**config.mk**
```make
export PLATFORM = sky130hd
export DESIGN_NAME = ram_loader_flat
export DESIGN_NICKNAME = d
export VERILOG_FILES = /design/src/rtl/ram_loader_pkg.sv /design/src/rtl/ram_loader_if.sv /design/src/rtl/ram_loader.sv /design/src/flat_wrapper.sv
export SDC_FILE = /design/constraint.sdc
export NUM_CORES = 1
export LEC_CHECK = 0
export CAP_MARGIN = 20
export CORE_ASPECT_RATIO = 0.8
export CORE_MARGIN = 2
export CORE_UTILIZATION = 50
export CTS_CLUSTER_DIAMETER = 50
export DETAILED_ROUTE_END_ITERATION = 6
export PLACE_DENSITY = 0.86
export SLEW_MARGIN = 20
export SYNTH_ARGS = -nofsm -noshare
export SYNTH_HDL_FRONTEND = slang
export SYNTH_SLANG_ARGS = --single-unit
```
**constraint.sdc**
```tcl
create_clock -name clk -period 3.2 [get_ports clk]
set_input_delay 0.48 -clock clk [delete_from_list [all_inputs] [get_ports clk]]
set_output_delay 0.48 -clock clk [all_outputs]
set_load 0.02 [all_outputs]
```
**src/rtl/ram_loader_pkg.sv**
```systemverilog
// Shared definitions for the monitor-RAM loader: sizes and FSM state encoding.
package ram_loader_pkg;

  localparam int RAM_ADDR_W = 12;
  localparam int RAM_DATA_W = 16;

  typedef enum logic [3:0] {
    IDLE,
    LD_HI,
    LD_LO,
    LD_WR,
    DP_RD,
    DP_WAIT,
    DP_HI,
    DP_LO,
    DONE
  } state_t;

endpackage

```
**src/rtl/ram_loader_if.sv**
```systemverilog
// Byte-stream and RAM-bus signals of the loader; master is the loader side.
interface ram_loader_if
  import ram_loader_pkg::*;
#(
  parameter int ADDR_W = RAM_ADDR_W
);

  logic [7:0]            rx_data;
  logic                  rx_valid;
  logic                  rx_ready;
  logic [7:0]            tx_data;
  logic                  tx_valid;
  logic                  tx_ready;
  logic [ADDR_W-1:0]     mem_address;
  logic [RAM_DATA_W-1:0] mem_dout;
  logic [RAM_DATA_W-1:0] mem_din;
  logic                  mem_rnw;
  logic                  mem_cs_b;

  modport master (
    input  rx_data, rx_valid, tx_ready, mem_din,
    output rx_ready, tx_data, tx_valid, mem_address, mem_dout, mem_rnw, mem_cs_b
  );

  modport slave (
    output rx_data, rx_valid, tx_ready, mem_din,
    input  rx_ready, tx_data, tx_valid, mem_address, mem_dout, mem_rnw, mem_cs_b
  );

endinterface

```
**src/rtl/ram_loader.sv**
```systemverilog
// Loads a big-endian byte stream into consecutive RAM words, or dumps RAM
// words back out as a byte stream. All outputs derive from registered state.
module ram_loader
  import ram_loader_pkg::*;
#(
  parameter int ADDR_W = RAM_ADDR_W
) (
  input  logic              clk,
  input  logic              reset_b,
  input  logic              start_load,
  input  logic              start_dump,
  input  logic              abort,
  input  logic [ADDR_W-1:0] base_addr,
  input  logic [ADDR_W:0]   word_count,
  ram_loader_if.master      bus,
  output logic              busy,
  output logic              done
);

  localparam logic [ADDR_W-1:0] ADDR_ONE = 1;
  localparam logic [ADDR_W:0]   CNT_ONE  = 1;

  state_t                state, state_n;
  logic [ADDR_W-1:0]     addr;
  logic [ADDR_W-1:0]     last_addr;
  logic [ADDR_W:0]       remaining;
  logic [7:0]            hi, lo;
  logic [RAM_DATA_W-1:0] word;
  logic [RAM_DATA_W-1:0] last_dout;
  logic                  access;

  always_comb begin
    state_n = state;
    if (abort && state != IDLE) begin
      state_n = IDLE;
    end else begin
      case (state)
        IDLE: begin
          if (start_load)      state_n = (word_count != '0) ? LD_HI : DONE;
          else if (start_dump) state_n = (word_count != '0) ? DP_RD : DONE;
        end
        LD_HI:   if (bus.rx_valid) state_n = LD_LO;
        LD_LO:   if (bus.rx_valid) state_n = LD_WR;
        LD_WR:   state_n = (remaining == CNT_ONE) ? DONE : LD_HI;
        DP_RD:   state_n = DP_WAIT;
        DP_WAIT: state_n = DP_HI;
        DP_HI:   if (bus.tx_ready) state_n = DP_LO;
        DP_LO:   if (bus.tx_ready) state_n = (remaining == CNT_ONE) ? DONE : DP_RD;
        DONE:    state_n = IDLE;
        default: state_n = IDLE;
      endcase
    end
  end

  always_ff @(posedge clk) begin
    if (!reset_b) begin
      state     <= IDLE;
      addr      <= '0;
      last_addr <= '0;
      remaining <= '0;
      hi        <= '0;
      lo        <= '0;
      word      <= '0;
      last_dout <= '0;
    end else begin
      state <= state_n;
      case (state)
        IDLE: begin
          if (start_load || start_dump) begin
            addr      <= base_addr;
            remaining <= word_count;
          end
        end
        LD_HI: if (bus.rx_valid) hi <= bus.rx_data;
        LD_LO: if (bus.rx_valid) lo <= bus.rx_data;
        LD_WR: begin
          last_addr <= addr;
          last_dout <= {hi, lo};
          addr      <= addr + ADDR_ONE;
          remaining <= remaining - CNT_ONE;
        end
        DP_RD:   last_addr <= addr;
        DP_WAIT: word <= bus.mem_din;
        DP_LO: begin
          if (bus.tx_ready) begin
            addr      <= addr + ADDR_ONE;
            remaining <= remaining - CNT_ONE;
          end
        end
        default: ;
      endcase
    end
  end

  // Address/data are muxed from registers so the bus holds its last value between accesses.
  assign access          = (state == LD_WR) || (state == DP_RD);
  assign bus.mem_cs_b    = !access;
  assign bus.mem_rnw     = (state != LD_WR);
  assign bus.mem_address = access ? addr : last_addr;
  assign bus.mem_dout    = (state == LD_WR) ? {hi, lo} : last_dout;
  assign bus.rx_ready    = (state == LD_HI) || (state == LD_LO);
  assign bus.tx_valid    = (state == DP_HI) || (state == DP_LO);
  assign bus.tx_data     = (state == DP_HI) ? word[15:8] :
                           (state == DP_LO) ? word[7:0]  : 8'h00;
  assign busy            = (state != IDLE);
  assign done            = (state == DONE);

endmodule

```
**src/flat_wrapper.sv**
```systemverilog
// flat-port wrapper written by rule: the top's interface ports become plain ports
module ram_loader_flat import ram_loader_pkg::*;
#(
  parameter int ADDR_W = RAM_ADDR_W
)
  (clk, reset_b, start_load, start_dump, abort, base_addr, word_count, busy, done, bus_rx_data, bus_rx_valid, bus_tx_ready, bus_mem_din, bus_rx_ready, bus_tx_data, bus_tx_valid, bus_mem_address, bus_mem_dout, bus_mem_rnw, bus_mem_cs_b);
  ram_loader_if #(.ADDR_W(ADDR_W)) bus_i ();
  input  logic clk;
  input  logic reset_b;
  input  logic start_load;
  input  logic start_dump;
  input  logic abort;
  input  logic [ADDR_W-1:0] base_addr;
  input  logic [ADDR_W:0] word_count;
  output logic busy;
  output logic done;
  input wire logic [$bits(bus_i.rx_data)-1:0] bus_rx_data;
  input wire logic [$bits(bus_i.rx_valid)-1:0] bus_rx_valid;
  input wire logic [$bits(bus_i.tx_ready)-1:0] bus_tx_ready;
  input wire logic [$bits(bus_i.mem_din)-1:0] bus_mem_din;
  output wire logic [$bits(bus_i.rx_ready)-1:0] bus_rx_ready;
  output wire logic [$bits(bus_i.tx_data)-1:0] bus_tx_data;
  output wire logic [$bits(bus_i.tx_valid)-1:0] bus_tx_valid;
  output wire logic [$bits(bus_i.mem_address)-1:0] bus_mem_address;
  output wire logic [$bits(bus_i.mem_dout)-1:0] bus_mem_dout;
  output wire logic [$bits(bus_i.mem_rnw)-1:0] bus_mem_rnw;
  output wire logic [$bits(bus_i.mem_cs_b)-1:0] bus_mem_cs_b;
  assign bus_i.rx_data = bus_rx_data;
  assign bus_i.rx_valid = bus_rx_valid;
  assign bus_i.tx_ready = bus_tx_ready;
  assign bus_i.mem_din = bus_mem_din;
  assign bus_rx_ready = bus_i.rx_ready;
  assign bus_tx_data = bus_i.tx_data;
  assign bus_tx_valid = bus_i.tx_valid;
  assign bus_mem_address = bus_i.mem_address;
  assign bus_mem_dout = bus_i.mem_dout;
  assign bus_mem_rnw = bus_i.mem_rnw;
  assign bus_mem_cs_b = bus_i.mem_cs_b;
  ram_loader #(.ADDR_W(ADDR_W)) u_core (.clk(clk), .reset_b(reset_b), .start_load(start_load), .start_dump(start_dump), .abort(abort), .base_addr(base_addr), .word_count(word_count), .bus(bus_i), .busy(busy), .done(done));
endmodule
```
=== After elaboration in Yosys (flattened, before gate mapping) ===
Cells that the tools add are included.

* Bits in registers: 89
* Output and inout port bits: 42
* Word-level logic and storage cells: 64
* Input port bits: 56

* Reduce and logical (&&, ||, !) cells: 16
* Mux-type cells: 21
* $add $sub $neg: 2
* Equality and inequality tests: 16
* Bitwise gates (word level): 1

{| class="wikitable"
|+ Operator list
! kind !! count
|-
| 2-to-1 mux 4 bit || 10
|-
| case mux 13 bit (3 select lines) || 1
|-
| 2-to-1 mux 12 bit || 3
|-
| case mux 12 bit (3 select lines) || 1
|-
| case mux 4 bit (8 select lines) || 1
|-
| 2-to-1 mux 13 bit || 2
|-
| == test 4 x 3 -> 1 bit (second input constant) || 4
|-
| 2-to-1 mux 16 bit || 1
|-
| 2-to-1 mux 8 bit || 2
|-
| == test 13 x 1 -> 1 bit (second input constant) || 1
|-
| nonzero test 13 bit || 1
|-
| subtractor 13 x 1 -> 13 bit (second input constant) || 1
|-
| adder 12 x 1 -> 12 bit (second input constant) || 1
|-
| == test 4 x 2 -> 1 bit (second input constant) || 2
|-
| != test 2 bit (second input constant) || 4
|-
| AND reduction 5 bit || 1
|-
| == test 4 x 1 -> 1 bit (second input constant) || 1
|-
| == test 4 bit (second input constant) || 1
|-
| zero test 4 bit || 1
|-
| logical OR 1 bit || 4
|-
| != test 4 x 2 -> 1 bit (second input constant) || 1
|-
| AND reduction 2 bit || 2
|-
| nonzero test 4 bit || 1
|-
| OR reduction 2 bit || 2
|-
| 7 further kinds || 7
|}

=== Depth between registers and ports, before layout ===
Gate-level depths: netlist of the first run.

* Depth in word-level cells: 5
* Depth in mapped cells: 8
* Gate-level depth less buffers: 7

=== Least setup slack after synthesis of the first run ===
OpenSTA, ideal clock, no wires.

* Path type: register to output
* From: register u_core.state[0]
* To: output port bus_mem_address[0]
* Data required time: 2720 ps
* Data arrival time: 1558 ps
* Slack: 1162 ps
* Buffers on the path: 2
* Stages on the path, launching flop included: 7
* Cell sequence: dfxtp_1 > buf_6 > or3b_1 > o21a_2 > nor2_4 > buf_12 > mux2_4

* Word-level cells in the longest chain between the ends: 3
* Elaborated cells between the ends (all ways): 4

{| class="wikitable"
|+ Ends and longest elaborated chain
! element !! RTL line !! source
|-
| start: declaration || ram_loader.sv:23 || <nowiki>state_t state, state_n;</nowiki>
|-
| start signal: assignment || ram_loader.sv:66 || <nowiki>state <= state_n;</nowiki>
|-
| == test 4 x 2 -> 1 bit or == test 4 x 3 -> 1 bit (tied branches) || ram_loader.sv:96 || <nowiki>assign access = (state == LD_WR) || (state == DP_RD);</nowiki>
|-
| logical OR 1 bit * || ram_loader.sv:96 ||
|-
| 2-to-1 mux 12 bit * || ram_loader.sv:99 || <nowiki>assign bus.mem_address = access ? addr : last_addr;</nowiki>
|-
| end: declaration || flat_wrapper.sv:24 || <nowiki>output wire logic [$bits(bus_i.mem_address)-1:0] bus_mem_address;</nowiki>
|}

Every way passes the cells marked *; elsewhere a longest branch is shown, timed or not.

=== Worst setup path after layout of the first run ===
* From: register u_core.state[1]
* To: output port bus_mem_address[10]

Same word-level chain as after synthesis.

==> metrics.txt, run 1 <==
outcome=complete, no violations; largest cells by area after synthesis=dfxtp_1, nand2_1, mux2i_1; Setup Skew=0.00875 ns; Seq/Total Area, Yosys=39.5%; die height=88.9 µm; top routing layer used=met4; metal3 WL=714 µm; Synth top area share=39.5%; Post-DP Area=5510 µm²; WHS Path Cells=2; critical path, cell by cell=or3b_1 -> o21a_2 -> nor2_4 -> mux2_2 -> clkdlybuf4s50_1; DRT Pass-1 Iters=5; Final ANT Viol Nets=0; RR Endpoint=u_core.remaining[1]; dpl cells=686; detailed-placement wirelength estimate=7.44 mm; wire length on met1=4.93 mm; sequential cell area=1780 µm²; Layout Nets=644; count leader, synth=dfxtp_1; global-route wire length before repair=17.3 mm; vias in the first global route=3696; GRT overflow=0; clock buffer count from CTS=9; core footprint=8630 µm²; crit-path max cell delay=0.54 ns; Setup-failing EPs final=0; Final Max Slew Viols=0; CP required=2.72 ns; Worst R2R Setup Slack=0.90 ns; Yosys reg bits=89; ys async rst share=0%; Hold Crit Class=flop to flop; Max rail drop VDD=0.442 mV; nature of the critical path startpoint=flop; Buf/Inv on CP=1; Worst setup endpoint=bus_mem_address[10]; Tcrit/Tclk final=96.7%; P_leak=0.00226 µW; routed len/inst=15.3 µm; Hold Slack=0.465 ns; final instance count without filler cells=702; global placement routability congestion=0.859; CP top delay family=simple AND/OR/NAND/NOR gates; IO Pins=98; Die ar.=9800 µm²; Die Width=110 µm; # port buffers=97; Worst Setup End Kind=output port; R2R Path Start=u_core.state[0]; vias=3924; Setup TNS=0 ns; # rows=30; post-synth top area cell=dfxtp_1; Mean Syn Cell Area=9.00 µm²; Starting Density=52.2%; Multi-input gate area=2540 µm²; f_max=0.323 GHz; Hold Buf Count CTS=0; initial drt markers=238; R2R depth=7; Final Cell Area=5800 µm²; Period minus WS final=3.10 ns; CTS sink cnt=89; most common flop cell mapped by yosys=dfxtp_1; Crit path depth=5; clk slew on worst S/H paths=0.07 ns; Post-Synthesis Cells=501; MaxCap Viol Count=0; slowest CP cell=clkdlybuf4s50_1; Area Overhead vs Synth=28.7%; Final Hold Viols=0; largest net degree at the start of global routing=50; Cell Pwr Density=701 nW/µm²; Clk Latency, worst-skew pair=0.34 ns; routed wire length=10.8 mm; Clock Path Buffers=2; RSZ-0062 raised after global routing=no; # fillers=693; largest fanout on the critical path=15; Root Driver=clkbuf_16; met2 WL post-DR=5.04 mm; Post-synth EDFFs=0; YS warnings=0; Max transition margin=43.2%; initial antenna violation count=0; Mapped Area=4510 µm²; Final Util=67.2%; Syn Nets=560; Setup Crit Path Kind=flop to output port; Vias/cell=5.59; worst setup path start=u_core.state[1]; Slew @ Worst Pin=0.852 ns; share of cells above drive strength 1=11.7%; CP Data Arrival Time=2.62 ns; Netlist cell types=58; CTS H-Tree Depth=3; CTS tree=yes; top cells by count, synth=dfxtp_1, nand2_1, and2_1, a21boi_0, nor2_1; diode count=0; GRT Total Usage=22.3%; DRC viols=0
-- how the worst min path moves through the flow --
stage	startpoint	to	slack [ns]
global placement	u_core.word[4]	u_core.word[4]	0.45
detailed placement	u_core.word[7]	u_core.word[7]	0.46
finish	u_core.word[7]	u_core.word[7]	0.46
global route	u_core.word[6]	u_core.word[6]	0.49
CTS	u_core.word[7]	u_core.word[7]	0.47
floorplan	u_core.word[12]	u_core.word[12]	0.44
-- cell families after synthesis --
logic type	share of synthesized area, %
buffers and inverters	4.11
multiplexers	13.6
AO/OA/AOI/OAI	16.7
AND/OR/NAND/NOR	25.3
adder cells (fa/ha/maj)	0.832
flip-flops	39.5
-- through the flow --
step                setup slack [ns]  power, µW
finish                         0.104       4070
CTS                           0.0879       4080
global placement               0.417       2980
floorplan                       1.16       2590
global route                 0.00731       4300
detailed placement             0.330       3030
-- placed cells by master, fill, tap and decap left out, drive strengths merged, types with 9 or more instances in the layout --
master         netlist  routed
dfxtp               89      89
o21a                11      11
nand3                9       9
and2                34      34
clkdlybuf4s50        0      96
nor2b               20      20
inv                  7      12
mux2i               24      24
mux2                30      30
nor3                11      11
a21oi               18      18
nor2                31      31
nand2               67      67
clkbuf              16       9
o21ai               20      20
a21boi              33      33
-- where the power goes --
| group | switching [µW] | total [µW] | internal, µW |
|---|---|---|---|
| clock | 487 | 1040 | 550 |
| sequential | 199 | 1480 | 1290 |
| combinational | 848 | 1540 | 697 |
| total | 1530 | 4070 | 2530 |
-- area by class of cell --
cell class / count / share of cell area [%]
inverter: 7 / 0.453
multi-input combinational: 374 / 43.8
clock buffer: 9 / 3.88
sequential: 89 / 30.7
clock inverter: 7 / 1.16
timing repair buffer: 104 / 17.6
tap: 112 / 2.41
-- what timing repair did --
action | 4_1_cts | 5_1_grt
setup endpoints to repair | 4 | 0
gates resized for setup | 1 | 0
buffers inserted | 0 | 0
-- tightest hold or removal path, cell delays in order, from the launching register on --
cell and delay (ns):
dfxtp_1 0.31, nand2_1 0.05, a21boi_0 0.06
-- layer usage --
layer  GRT usage [%]  vias up
li1                -     1927
met1            28.2     1845
met2            38.4      140
met3            5.54       12
met4            5.57        0
met5               0        -
-- flip-flops by register name (all words and copies together), names as in the netlist --
signal	flops
u_core.state	4
u_core.addr	12
u_core.hi	8
u_core.remaining	13
u_core.last_dout	16
u_core.word	16
u_core.lo	8
u_core.last_addr	12
(Power assumes the default switching activity.)
==> run 2, diff against run 1 <==
--- a/config.mk
+++ b/config.mk
@@ -12,7 +12,6 @@
 export CTS_CLUSTER_DIAMETER = 50
 export DETAILED_ROUTE_END_ITERATION = 6
 export PLACE_DENSITY = 0.86
-export SLEW_MARGIN = 20
 export SYNTH_ARGS = -nofsm -noshare
 export SYNTH_HDL_FRONTEND = slang
 export SYNTH_SLANG_ARGS = --single-unit
==> results of run 2 <==
Same layout as run 1: the final DEF is identical, and so are final timing and power.
